`config.mk`:
```
export PLATFORM = sky130hd
export DESIGN_NAME = fb_spi_writer
export DESIGN_NICKNAME = d
export VERILOG_FILES = /design/src/rtl/fb_spi_writer.sv
export SDC_FILE = /design/constraint.sdc
export NUM_CORES = 1
export LEC_CHECK = 0
export CAP_MARGIN = 20
export CORE_MARGIN = 2
export CORE_UTILIZATION = 50
export DETAILED_ROUTE_END_ITERATION = 7
export DONT_BUFFER_PORTS = 1
export SETUP_SLACK_MARGIN = 0.2
export SLEW_MARGIN = 20
export SYNTH_ARGS = -nofsm -noshare
export SYNTH_HDL_FRONTEND = slang
export SYNTH_SLANG_ARGS = --single-unit
```
`constraint.sdc`:
```
create_clock -name pixel_clk -period 2.4 [get_ports pixel_clk]
set_clock_uncertainty 0.05 [all_clocks]
set_input_delay 0.36 -clock pixel_clk [delete_from_list [all_inputs] [get_ports pixel_clk]]
set_output_delay 0.36 -clock pixel_clk [all_outputs]
set_load 0.02 [all_outputs]
```
`src/rtl/fb_spi_writer.sv`:
```
// SPI-slave framebuffer writer: SET writes one cell, FILL sweeps the whole buffer.
// Ports: pixel_clk/rst_n (sync, active-low); spi_sclk/spi_mosi/spi_cs_n in (async);
//        spi_miso=busy; wr_en/wr_x/wr_y/wr_data write port; busy fill flag; err sticky.
//        Define FB_SPI_AUTOINC_EN to let further colour pairs after a SET
//        write successive cells.
module fb_spi_writer #(
  parameter int FB_W = 160,
  parameter int FB_H = 100
) (
  input  logic        pixel_clk,
  input  logic        rst_n,
  input  logic        spi_sclk,
  input  logic        spi_mosi,
  input  logic        spi_cs_n,
  output logic        spi_miso,
  output logic        wr_en,
  output logic [7:0]  wr_x,
  output logic [6:0]  wr_y,
  output logic [14:0] wr_data,
  output logic        busy,
  output logic        err
);

  localparam logic [8:0] FB_W9  = 9'(FB_W);
  localparam logic [7:0] FB_H8  = 8'(FB_H);
  localparam logic [7:0] LAST_X = 8'(FB_W - 1);
  localparam logic [6:0] LAST_Y = 7'(FB_H - 1);

  typedef enum logic [3:0] {
    IDLE, SET_X, SET_Y, SET_HI, SET_LO,
    FILL_HI, FILL_LO, FILLING, DRAIN
  } state_t;

  state_t      state_q, state_d;
  logic        sclk_m_q, sclk_s_q, sclk_p_q;
  logic        mosi_m_q, mosi_s_q;
  logic        cs_m_q, cs_s_q, cs_p_q;
  logic [1:0]  live_q, live_d;
  logic        armed_q, armed_d;
  logic [2:0]  bit_cnt_q, bit_cnt_d;
  logic [6:0]  shift_q, shift_d;
  logic [7:0]  x_q, x_d;
  logic [7:0]  y_q, y_d;
  logic [6:0]  hi_q, hi_d;
  logic        wr_en_q, wr_en_d;
  logic [7:0]  wr_x_q, wr_x_d;
  logic [6:0]  wr_y_q, wr_y_d;
  logic [14:0] wr_data_q, wr_data_d;
  logic        busy_q, busy_d;
  logic        err_q, err_d;

  logic        sclk_rise, cs_fall, byte_done, set_ok;
  logic        fill_last;
  logic [7:0]  rx;

`ifdef FB_SPI_AUTOINC_EN
  logic [7:0]  nx, ny;
  always_comb begin
    nx = x_q + 8'd1;
    ny = y_q;
    if ({1'b0, x_q} + 9'd1 >= FB_W9) begin
      nx = 8'd0;
      ny = (y_q + 8'd1 >= FB_H8) ? 8'd0 : y_q + 8'd1;
    end
  end
`endif

  assign sclk_rise = sclk_s_q & ~sclk_p_q;
  assign cs_fall   = ~cs_s_q & cs_p_q;
  assign rx        = {shift_q, mosi_s_q};
  assign set_ok    = ({1'b0, x_q} < FB_W9) && (y_q < FB_H8);
  assign fill_last = (wr_x_q == LAST_X) && (wr_y_q == LAST_Y);

  always_comb begin
    state_d   = state_q;
    live_d    = (live_q == 2'd2) ? live_q : live_q + 2'd1;
    armed_d   = armed_q | ((live_q == 2'd2) & cs_s_q);
    bit_cnt_d = bit_cnt_q;
    shift_d   = shift_q;
    x_d       = x_q;
    y_d       = y_q;
    hi_d      = hi_q;
    wr_en_d   = 1'b0;
    wr_x_d    = wr_x_q;
    wr_y_d    = wr_y_q;
    wr_data_d = wr_data_q;
    busy_d    = busy_q;
    err_d     = err_q;
    byte_done = 1'b0;

    if (cs_fall) err_d = 1'b0;

    // Fill engine: the current write position lives in wr_x/wr_y.
    if (busy_q) begin
      if (fill_last) begin
        busy_d = 1'b0;
        if (state_q == FILLING) state_d = DRAIN;
      end else begin
        wr_en_d = 1'b1;
        if (wr_x_q == LAST_X) begin
          wr_x_d = 8'd0;
          wr_y_d = wr_y_q + 7'd1;
        end else begin
          wr_x_d = wr_x_q + 8'd1;
        end
      end
    end

    // Until cs_n is seen high after reset, the link is treated as deselected.
    if (cs_s_q || !armed_q) begin
      bit_cnt_d = 3'd0;
      shift_d   = 7'd0;
      state_d   = IDLE;
    end else if (sclk_rise) begin
      shift_d   = rx[6:0];
      bit_cnt_d = bit_cnt_q + 3'd1;
      byte_done = (bit_cnt_q == 3'd7);
    end

    if (byte_done) begin
      if (busy_q) begin
        err_d = 1'b1;
      end else begin
        unique case (state_q)
          IDLE: begin
            unique case (1'b1)
              (rx == 8'h01): state_d = SET_X;
              (rx == 8'h02): state_d = FILL_HI;
              default: begin
                state_d = DRAIN;
                err_d   = 1'b1;
              end
            endcase
          end
          SET_X: begin
            x_d     = rx;
            state_d = SET_Y;
          end
          SET_Y: begin
            y_d     = rx;
            state_d = SET_HI;
          end
          SET_HI: begin
            hi_d    = rx[6:0];
            state_d = SET_LO;
          end
          SET_LO: begin
            if (set_ok) begin
              wr_en_d   = 1'b1;
              wr_x_d    = x_q;
              wr_y_d    = y_q[6:0];
              wr_data_d = {hi_q, rx};
`ifdef FB_SPI_AUTOINC_EN
              x_d       = nx;
              y_d       = ny;
              state_d   = SET_HI;
`else
              state_d   = DRAIN;
`endif
            end else begin
              err_d   = 1'b1;
              state_d = DRAIN;
            end
          end
          FILL_HI: begin
            hi_d    = rx[6:0];
            state_d = FILL_LO;
          end
          FILL_LO: begin
            busy_d    = 1'b1;
            wr_en_d   = 1'b1;
            wr_x_d    = 8'd0;
            wr_y_d    = 7'd0;
            wr_data_d = {hi_q, rx};
            state_d   = FILLING;
          end
          default: state_d = DRAIN;
        endcase
      end
    end
  end

  always_ff @(posedge pixel_clk) begin
    if (!rst_n) begin
      state_q   <= IDLE;
      sclk_m_q  <= 1'b0;
      sclk_s_q  <= 1'b0;
      sclk_p_q  <= 1'b0;
      mosi_m_q  <= 1'b0;
      mosi_s_q  <= 1'b0;
      cs_m_q    <= 1'b1;
      cs_s_q    <= 1'b1;
      cs_p_q    <= 1'b1;
      live_q    <= 2'd0;
      armed_q   <= 1'b0;
      bit_cnt_q <= 3'd0;
      shift_q   <= 7'd0;
      x_q       <= 8'd0;
      y_q       <= 8'd0;
      hi_q      <= 7'd0;
      wr_en_q   <= 1'b0;
      wr_x_q    <= 8'd0;
      wr_y_q    <= 7'd0;
      wr_data_q <= 15'd0;
      busy_q    <= 1'b0;
      err_q     <= 1'b0;
    end else begin
      state_q   <= state_d;
      sclk_m_q  <= spi_sclk;
      sclk_s_q  <= sclk_m_q;
      sclk_p_q  <= sclk_s_q;
      mosi_m_q  <= spi_mosi;
      mosi_s_q  <= mosi_m_q;
      cs_m_q    <= spi_cs_n;
      cs_s_q    <= cs_m_q;
      cs_p_q    <= cs_s_q;
      live_q    <= live_d;
      armed_q   <= armed_d;
      bit_cnt_q <= bit_cnt_d;
      shift_q   <= shift_d;
      x_q       <= x_d;
      y_q       <= y_d;
      hi_q      <= hi_d;
      wr_en_q   <= wr_en_d;
      wr_x_q    <= wr_x_d;
      wr_y_q    <= wr_y_d;
      wr_data_q <= wr_data_d;
      busy_q    <= busy_d;
      err_q     <= err_d;
    end
  end

  assign wr_en    = wr_en_q;
  assign wr_x     = wr_x_q;
  assign wr_y     = wr_y_q;
  assign wr_data  = wr_data_q;
  assign busy     = busy_q;
  assign spi_miso = busy_q;
  assign err      = err_q;

endmodule

```
==> metrics.md, run 1 <==
| Metric | Value |
|---|---|
| Wirelength, routed | `8.78 mm` |
| Critical-path top delay cell | `a211oi_1` |
| Clock Power Share | `38.7%` |
| DR iter-0 viols | `196` |
| CP Buf/Inv Count | `0` |
| Global route total overflow | `0` |
| FP Rows | `30` |
| Starting Density | `52.3%` |
| Core ar. | `6870 um^2` |
| Final Core Density | `58.2%` |
| # diodes | `0` |
| Post-synth EDFFs | `0` |
| Via count | `3043` |
| Relative slew slack | `59.5%` |
| Static leakage | `1.48 nW` |
| Pre-CTS setup slack | `0.385 ns` |
| Period utilization | `85.8%` |
| Net Switching | `606 uW` |
| RSZ-0062 raised after global routing | `no` |
| Critical Path RT | `2.60 ns` |
| Vias in the first global route | `2722` |
| # H-tree levels | `3` |
| First-pass GRT wire length | `14.0 mm` |
| Logic pwr share | `4.4%` |
| Mapped cell area | `3590 um^2` |
| Residual DRC count | `0` |
| Distinct cells, synth | `57` |
| CP max FO | `5` |
| Pint | `1.83 mW` |
| Pin count of the biggest net entering global routing | `33` |
| GP Congestion | `0.884` |
| Clock latency on the worst-skew pair | `0.36 ns` |
| All-Layer GR Usage | `23.5%` |
| Hold Buf Count CTS | `0` |
| FFs w/ async S/R, synth | `0%` |
| Register bit count reported by yosys | `81` |
| Post-DP Area | `3810 um^2` |
| Number of non-filler instances in the completed layout | `517` |
| TritonCTS buffer count | `9` |
| Final worst path period need | `2.06 ns` |
| Final nets | `426` |
| Worst Setup End Kind | `flop` |
| CTS tree | `done` |
| Post-Synthesis Cells | `404` |
| Num ports | `39` |
| PortBufs | `0` |
| Post-CTS setup buffers | `0` |
| Initial DRT Pass Iterations | `5` |
| Critical path cell sequence | `ha_1 > and4bb_2 > a211oi_1 > o21ai_0 > a32o_1` |
| Die X | `88.7 um` |
| Initial antenna violation count | `0` |
| Pins Over Slew Limit | `0` |
| CTS-repair resized insts | `0` |
| Root Driver | `clkbuf_8` |
| Worst VDD drop | `411 uV` |
| Wire per inst | `17.0 um` |
| Worst min path class | `primary input to flop` |
| Switching power share of the total | `24.9%` |
| Yosys warnings | `0` |
| Worst path top cell family by delay | `compound AO/OA/AOI/OAI gates` |
| # fillers | `646` |
| Startpoint Class | `flop` |
| Setup WS post-layout | `0.342 ns` |
| Top FF cell, synth | `dfxtp_1` |
| Clock Path Buffers | `2` |
| # setup viols final | `0` |
| Synth area leaders | `dfxtp_1 45%, a21oi_1 5.6%, mux2i_1 5.6%` |
| Post-synthesis sequential area ratio | `45.2%` |
| Power Density | `609 nW/um^2` |
| TNS Setup | `0 ns` |
| Top post-synthesis cells by count | `81 x dfxtp_1, 40 x a21oi_1, 30 x nand2_1` |
| Placed cell count | `501` |
| Post-route ant nets | `0` |
| Post-Syn Nets | `414` |
| Post-Layout Inst Area | `4000 um^2` |
| Crit Path Class | `flop to flop` |
| Slew @ Worst Pin | `0.601 ns` |
| Yosys top cell by area | `dfxtp_1` |
| Clk slew on worst S/H paths | `0.09 ns` |
| F_max | `486 MHz` |
| WP data arrival | `2.26 ns` |
| Syn_area_per_cell | `8.89 um^2` |
| Die Span Y | `88.7 um` |
| Sequential power share | `56.9%` |
| Full die area | `7870 um^2` |
| Share of layout cells above drive strength 1 | `12.8%` |
| Top-area cell type share of the netlist area | `45.2%` |
| Vias per inst | `5.89` |
| Endpoints failing hold | `0` |
| Cell with the most instances after synthesis | `dfxtp_1` |
| Max Cap Viol | `0` |
| HPWL Detailed | `6.15 mm` |
| Clock sinks | `81` |
| Area grow syn2layout | `11.3%` |
| Slowest stage delay, CP | `0.46 ns` |
| Outcome | `complete, no violations` |
## layer usage
layer	GRT usage (%)	share of wire, %
met1	33.7	49
met2	34.7	43
met3	5.04	6.0
met4	8.82	1.5
met5	0	0
## worst register-to-register path, stage by stage (launching register included)
cell and delay (ns):
dfxtp_1 0.41, ha_1 0.25, and4bb_2 0.27, a211oi_1 0.46, o21ai_0 0.22, a32o_1 0.30
## per-stage QoR
| stage | hold slack (ns) | total power [mW] |
|---|---|---|
| floorplan | 0.336 | 1.50 |
| global placement | 0.343 | 1.52 |
| detailed placement | 0.352 | 1.53 |
| CTS | 0.00301 | 2.46 |
| global route | 0.00159 | 2.53 |
| finish | 0.0219 | 2.43 |
## cell type report
class	count	area, um^2	area share, %
tap	96	120	3.01
multi-input combinational	288	1820	45.6
clock buffer	10	138	3.44
inverter	7	26.3	0.657
sequential	81	1620	40.6
clock inverter	6	48.8	1.22
timing repair buffer	29	218	5.45
## cell families (layout without fill, tap and decap cells)
logic type / after synthesis / count (layout) / share of synthesized area [%]
AO/OA/AOI/OAI: 112 / 112 / 20.1
flip-flops: 81 / 81 / 45.2
AND/OR/NAND/NOR: 142 / 142 / 21.2
multiplexers: 20 / 20 / 5.58
adder cells (fa/ha/maj): 5 / 5 / 1.74
buffers and inverters: 35 / 52 / 4.01
XOR/XNOR: 9 / 9 / 2.20
## power groups by stage
stage	Combinational, mW	Clock, mW	Sequential [mW]
3_3_place_gp	0.102	0	1.42
6_report	0.106	0.942	1.39
4_1_cts	0.108	0.969	1.39
5_1_grt	0.123	1.02	1.39
3_5_place_dp	0.107	0	1.42
2_1_floorplan	0.0889	0	1.41
## path summary, 6_finish.rpt
check	from	to	slack, ns	cells after the start
setup / recovery	wr_y[1]	wr_x[7]	0.34	5
hold / removal	rst_n	cs_m_q	0.02	1
setup reg to reg	wr_y[1]	wr_x[7]	0.34	5
hold reg to reg	cs_m_q	cs_s_q	0.37	1
## registers in the layout (all words and copies together), names as in the netlist, 4 cells and up
signal   count
hi_q         7
shift_q      7
state_q      4
wr_data     15
wr_x         8
wr_y         7
x_q          8
y_q          8
## cells in the final DEF (no fill, tap or decap), types with 5 or more instances in the layout
master / count
nand2_1: 30
nor2b_1: 6
buf_4: 29
and2_1: 6
o21ai_0: 28
xnor2_1: 6
nor4_1: 5
o2bb2ai_1: 10
clkbuf_8: 10
a21oi_1: 40
nand3_1: 29
dfxtp_1: 81
nand2b_1: 5
ha_1: 5
inv_1: 7
nand4_1: 10
nor2_1: 28
mux2i_1: 20
Note: power is estimated with default switching activity, not from simulation.
==> inputs of run 2 (changes only) <==
--- a/config.mk
+++ b/config.mk
@@ -6,10 +6,13 @@
 export NUM_CORES = 1
 export LEC_CHECK = 0
 export CAP_MARGIN = 20
+export CELL_PAD_IN_SITES_DETAIL_PLACEMENT = 0
+export CELL_PAD_IN_SITES_GLOBAL_PLACEMENT = 1
 export CORE_MARGIN = 2
-export CORE_UTILIZATION = 50
+export CORE_UTILIZATION = 48
 export DETAILED_ROUTE_END_ITERATION = 7
 export DONT_BUFFER_PORTS = 1
+export PLACE_DENSITY_LB_ADDON = 0.1
 export SETUP_SLACK_MARGIN = 0.2
 export SLEW_MARGIN = 20
 export SYNTH_ARGS = -nofsm -noshare
==> constraint.sdc (replaced) <==
create_clock -name pixel_clk -period 2 [get_ports pixel_clk]
set_clock_uncertainty 0.05 [all_clocks]
set_input_delay 0.3 -clock pixel_clk [delete_from_list [all_inputs] [get_ports pixel_clk]]
set_output_delay 0.3 -clock pixel_clk [all_outputs]
set_load 0.02 [all_outputs]
==> metrics.md, run 2 (same netlist as run 1, synthesis figures left out) <==
| Metric | Value |
|---|---|
| Outcome | `complete, no violations` |
| Initial DRT Pass Iterations | `5` |
| All-Layer GR Usage | `24.3%` |
| Period utilization | `90.4%` |
| Initial antenna violation count | `0` |
| TritonCTS buffer count | `9` |
| M1 WL | `4.67 mm` |
| # setup viols final | `0` |
| Worst path top cell family by delay | `compound AO/OA/AOI/OAI gates` |
| Pins Over Slew Limit | `0` |
| Wire per inst | `18.2 um` |
| Power Density | `666 nW/um^2` |
| Critical Path RT | `2.19 ns` |
| WP data arrival | `2.00 ns` |
| Max Cap Viol | `0` |
| Share of layout cells above drive strength 1 | `27.1%` |
| Worst min path class | `primary input to flop` |
| Wirelength, routed | `10.2 mm` |
| Crit Path Class | `flop to flop` |
| Die X | `90.5 um` |
| Startpoint Class | `flop` |
| RSZ-0062 raised after global routing | `yes` |
| Static leakage | `1.77 nW` |
| TNS Setup | `0 ns` |
| F_max | `553 MHz` |
| CTS tree | `done` |
| PortBufs | `0` |
| Clock latency on the worst-skew pair | `0.35 ns` |
| Slowest stage delay, CP | `0.39 ns` |
| Max FFs per register | `15` |
| Clock sinks | `81` |
| Num ports | `39` |
| Clk slew on worst S/H paths | `0.09 ns` |
| Area grow syn2layout | `28.4%` |
| Global route total overflow | `0` |
| Final nets | `463` |
| CP max FO | `7` |
| Top sig layer | `met4` |
| Pin count of the biggest net entering global routing | `26` |
| Number of non-filler instances in the completed layout | `557` |
| Full die area | `8190 um^2` |
| First-pass GRT wire length | `15.8 mm` |
| Root Driver | `clkbuf_8` |
| Critical-path top delay cell | `o31a_4` |
| GP Congestion | `0.939` |
| Clock Path Buffers | `2` |
| Core ar. | `7250 um^2` |
| Residual DRC count | `0` |
| # H-tree levels | `3` |
| Metal3 WL | `674 um` |
| Starting Density | `49.5%` |
| DR iter-0 viols | `185` |
| Vias in the first global route | `3007` |
| Via count | `3290` |
| Post-route ant nets | `0` |
| Most common library cell in the layout ignoring fill and taps | `dfxtp_1` |
| Critical path cell sequence | `o311a_4 > buf_4 > o31a_4 > buf_8 > o22ai_2 > a21oi_1` |
| # diodes | `0` |
| WL met2 | `4.60 mm` |
| Worst VDD drop | `496 uV` |
| Vias per inst | `5.91` |
| CP Buf/Inv Count | `2` |
| Commonest cells after routing, fill and taps aside | `74 x dfxtp_1, 52 x buf_4, 40 x a21oi_1` |
| Slew @ Worst Pin | `0.427 ns` |
| Final worst path period need | `1.81 ns` |
| Die Span Y | `90.5 um` |
| Placed cell count | `520` |
| Relative slew slack | `71.4%` |
| Worst Setup End Kind | `flop` |
| HPWL Detailed | `6.62 mm` |
| Endpoints failing hold | `0` |
| FP Rows | `31` |
==> run 2: changes by cell type in the layout (fill, tap and decap cells not counted), moves of 7 or more <==
cell / delta
o21ai_0: -21
o21ai_1: +11
dfxtp_1: -7
o21ai_2: +9
dfxtp_2: +7
buf_4: +23
==> run 2: layout make-up <==
class	count	area, um^2
inverters	7	26.3
repair buffers	66	596
multi-input cells	288	2020
fillers	657	2650
clock inverters	6	75.1
well taps	99	124
flip-flops and latches	81	1630
clock buffers	10	138
==> run 2: power breakdown <==
part	switching (mW)	leakage [nW]	total, mW	internal, mW
registers	0.0193	0.658	1.66	1.64
logic	0.0806	1.01	0.141	0.0605
clock network	0.637	0.105	1.27	0.628
==> run 2: final timing paths <==
path                            cells after the start  slack [ns]       end  startpoint
worst max register to register                      6        0.19   wr_x[5]      y_q[2]
worst max-delay path                                6        0.19   wr_x[5]      y_q[2]
worst min register to register                      1        0.36    cs_s_q      cs_m_q
worst min-delay path                                1        0.02  sclk_m_q       rst_n
==> run 2: per-layer routing <==
| metal | vias up | track usage (%) |
|---|---|---|
| li1 | 1580 | - |
| met1 | 1570 | 33.6 |
| met2 | 126 | 36.1 |
| met3 | 14 | 7.18 |
| met4 | 0 | 8.59 |
| met5 | - | 0 |
==> run 2: timing repair <==
action                                  in CTS  in global routing
pin swaps                                    8                 13
buffers inserted                             5                  7
hold buffers                                 2                  2
endpoints found under the setup margin      31                 59
cloned                                       3                  2
endpoints found under the hold margin        4                  2
gates resized for setup                     12                 58
==> run 2: metrics by stage <==
step	hold WS [ns]	cell area (um^2)	setup slack, ns	power, mW	utilization, %
floorplan	0.336	3630	0.184	1.80	-
detailed placement	0.329	3990	0.0855	1.83	54.9
CTS	0.00253	4370	0.133	3.09	60.3
global placement	0.324	3990	0.137	1.82	54.9
global route	0.00354	4610	0.143	3.20	63.5
finish	0.0192	4610	0.191	3.07	63.5
==> run 2: worst register-to-register path, stage by stage (launching register included) <==
cell	delay, ns
dfxtp_2	0.33
o311a_4	0.38
buf_4	0.14
o31a_4	0.39
buf_8	0.17
o22ai_2	0.16
a21oi_1	0.09
==> inputs of run 3 (changes only) <==
--- a/config.mk
+++ b/config.mk
@@ -12,7 +12,9 @@
 export CORE_UTILIZATION = 48
 export DETAILED_ROUTE_END_ITERATION = 7
 export DONT_BUFFER_PORTS = 1
+export GPL_ROUTABILITY_DRIVEN = 0
 export PLACE_DENSITY_LB_ADDON = 0.1
+export RECOVER_POWER = 50
 export SETUP_SLACK_MARGIN = 0.2
 export SLEW_MARGIN = 20
 export SYNTH_ARGS = -nofsm -noshare
==> metrics.md, run 3 (same netlist as run 1, synthesis figures left out) <==
| Metric | Value |
|---|---|
| Static leakage | `1.60 nW` |
| Final nets | `458` |
| Area grow syn2layout | `20.8%` |
| Most common library cell in the layout ignoring fill and taps | `dfxtp_1` |
| DR iter-0 viols | `208` |
| Wirelength, routed | `9.67 mm` |
| # H-tree levels | `3` |
| Logic pwr share | `5.0%` |
| Full die area | `8190 um^2` |
| All-Layer GR Usage | `24.0%` |
| Initial DRT Pass Iterations | `5` |
| HPWL Detailed | `6.86 mm` |
| Outcome | `complete, no violations` |
| Share of layout cells above drive strength 1 | `20.1%` |
| TNS Setup | `0 ns` |
| Worst VDD drop | `574 uV` |
| Relative slew slack | `66.3%` |
| Commonest cells after routing, fill and taps aside | `75 x dfxtp_1, 38 x a21oi_1, 35 x buf_4` |
| Final worst path period need | `1.87 ns` |
| # setup viols final | `0` |
| Slowest stage delay, CP | `0.54 ns` |
| Die Span Y | `90.5 um` |
| Pin count of the biggest net entering global routing | `25` |
| Slew @ Worst Pin | `0.505 ns` |
| CP max FO | `4` |
| Worst Setup End Kind | `flop` |
| Period utilization | `93.3%` |
| Post-DP Area | `4000 um^2` |
| # diodes | `0` |
| CP Buf/Inv Count | `0` |
| Multi-input gate area | `1940 um^2` |
| Clock Power Share | `38.5%` |
| Max Cap Viol | `0` |
| Critical Path RT | `2.26 ns` |
| Clock sinks | `81` |
| Clock latency on the worst-skew pair | `0.37 ns` |
| Residual DRC count | `0` |
| Global route total overflow | `0` |
| Origin of the critical flop-to-flop path | `y_q[2]` |
| Wire per inst | `17.5 um` |
| Core ar. | `7250 um^2` |
| Worst path top cell family by delay | `simple AND/OR/NAND/NOR gates` |
| Pins Over Slew Limit | `0` |
| Power Density | `678 nW/um^2` |
| Number of non-filler instances in the completed layout | `552` |
| Startpoint Class | `flop` |
| PortBufs | `0` |
| Critical-path top delay cell | `or4_1` |
| F_max | `536 MHz` |
| Crit Path Class | `flop to flop` |
| Clk slew on worst S/H paths | `0.09 ns` |
| Placed cell count | `523` |
| Net Switching | `737 uW` |
| Vias in the first global route | `3016` |
| Worst min path class | `primary input to flop` |
| Worst Hold Launch | `rst_n` |
| Crit path launch | `y_q[2]` |
| Total power | `2.94 mW` |
| Post-Layout Inst Area | `4340 um^2` |
| Pint | `2.20 mW` |
| # fillers | `681` |
| Critical path cell sequence | `o311a_4 > or3_4 > or4_1 > a21oi_2` |
| Via count | `3252` |
| Starting Density | `49.5%` |
| WP data arrival | `2.12 ns` |
| Post-route ant nets | `0` |
| TritonCTS buffer count | `9` |
| FP Rows | `31` |
| Switching power share of the total | `25.1%` |
| Root Driver | `clkbuf_8` |
| Die X | `90.5 um` |
| CTS tree | `done` |
| Initial antenna violation count | `0` |
| Vias per inst | `5.89` |
| Endpoints failing hold | `0` |
| First-pass GRT wire length | `15.5 mm` |
| Sequential power share | `56.5%` |
| RSZ-0062 raised after global routing | `yes` |
| Clock Path Buffers | `2` |
| Num ports | `39` |
| Max FFs per register | `15` |
| FF+latch area | `1630 um^2` |
[run 3: changes by cell type in the layout (fill, tap and decap cells not counted), sizes merged]
| cell | change |
|---|---|
| bufbuf | -2 |
| inv | +1 |
| bufinv | -1 |
| buf | -19 |
| clkinv | -1 |
| clkbuf | +16 |
| clkinvlp | +1 |
[run 3: worst paths after layout]
check | slack [ns] | end | cells after the start
worst min-delay path | 0.02 | sclk_s_q | 1
worst max register to register | 0.13 | wr_x[5] | 4
worst max-delay path | 0.13 | wr_x[5] | 4
worst min register to register | 0.38 | cs_s_q | 1
[run 3: stage by stage]
stage          setup slack [ns]  hold slack (ns)  utilization [%]
2_1_floorplan             0.184            0.336                -
3_3_place_gp              0.152            0.326             55.1
3_5_place_dp              0.124            0.329             55.1
4_1_cts                   0.155          0.00342             59.2
5_1_grt                  0.0797           0.0394             59.8
6_report                  0.133           0.0213             59.8
[run 3: layout make-up]
class,instances,area share [%]
Multi-Input combinational cell,288,44.7
Tap cell,99,2.86
Sequential cell,81,37.6
Clock inverter,6,1.15
Timing Repair Buffer,61,9.95
Inverter,7,0.606
Clock buffer,10,3.17
[run 3: metal layers]
| layer | global-route usage [%] | vias to the layer above | share of wire [%] |
|---|---|---|---|
| met5 | 0 | - | 0 |
| met2 | 35.8 | 126 | 44 |
| met3 | 5.18 | 20 | 6.5 |
| met1 | 33.4 | 1536 | 46 |
| met4 | 10.8 | 0 | 2.8 |
| li1 | - | 1570 | - |
[run 3: worst register-to-register path, cell delays in order (launching register included)]
cell	delay, ns
dfxtp_2	0.33
o311a_4	0.39
or3_4	0.39
or4_1	0.54
a21oi_2	0.12
[run 3: power by group through the flow]
stage	combinational [mW]	clock [mW]	sequential, mW
after global routing	0.167	1.21	1.67
after floorplan	0.107	0	1.70
final	0.146	1.13	1.66
after global placement	0.128	0	1.70
after CTS	0.144	1.16	1.66
after detailed placement	0.133	0	1.70
[run 3: timing repair]
action / in CTS / in global routing
hold endpoints to repair: 6 / 0
pin swaps: 4 / 7
gates resized for setup: 5 / 27
setup buffers: 7 / 2
hold buffers: 4 / 0
setup endpoints to repair: 24 / 42
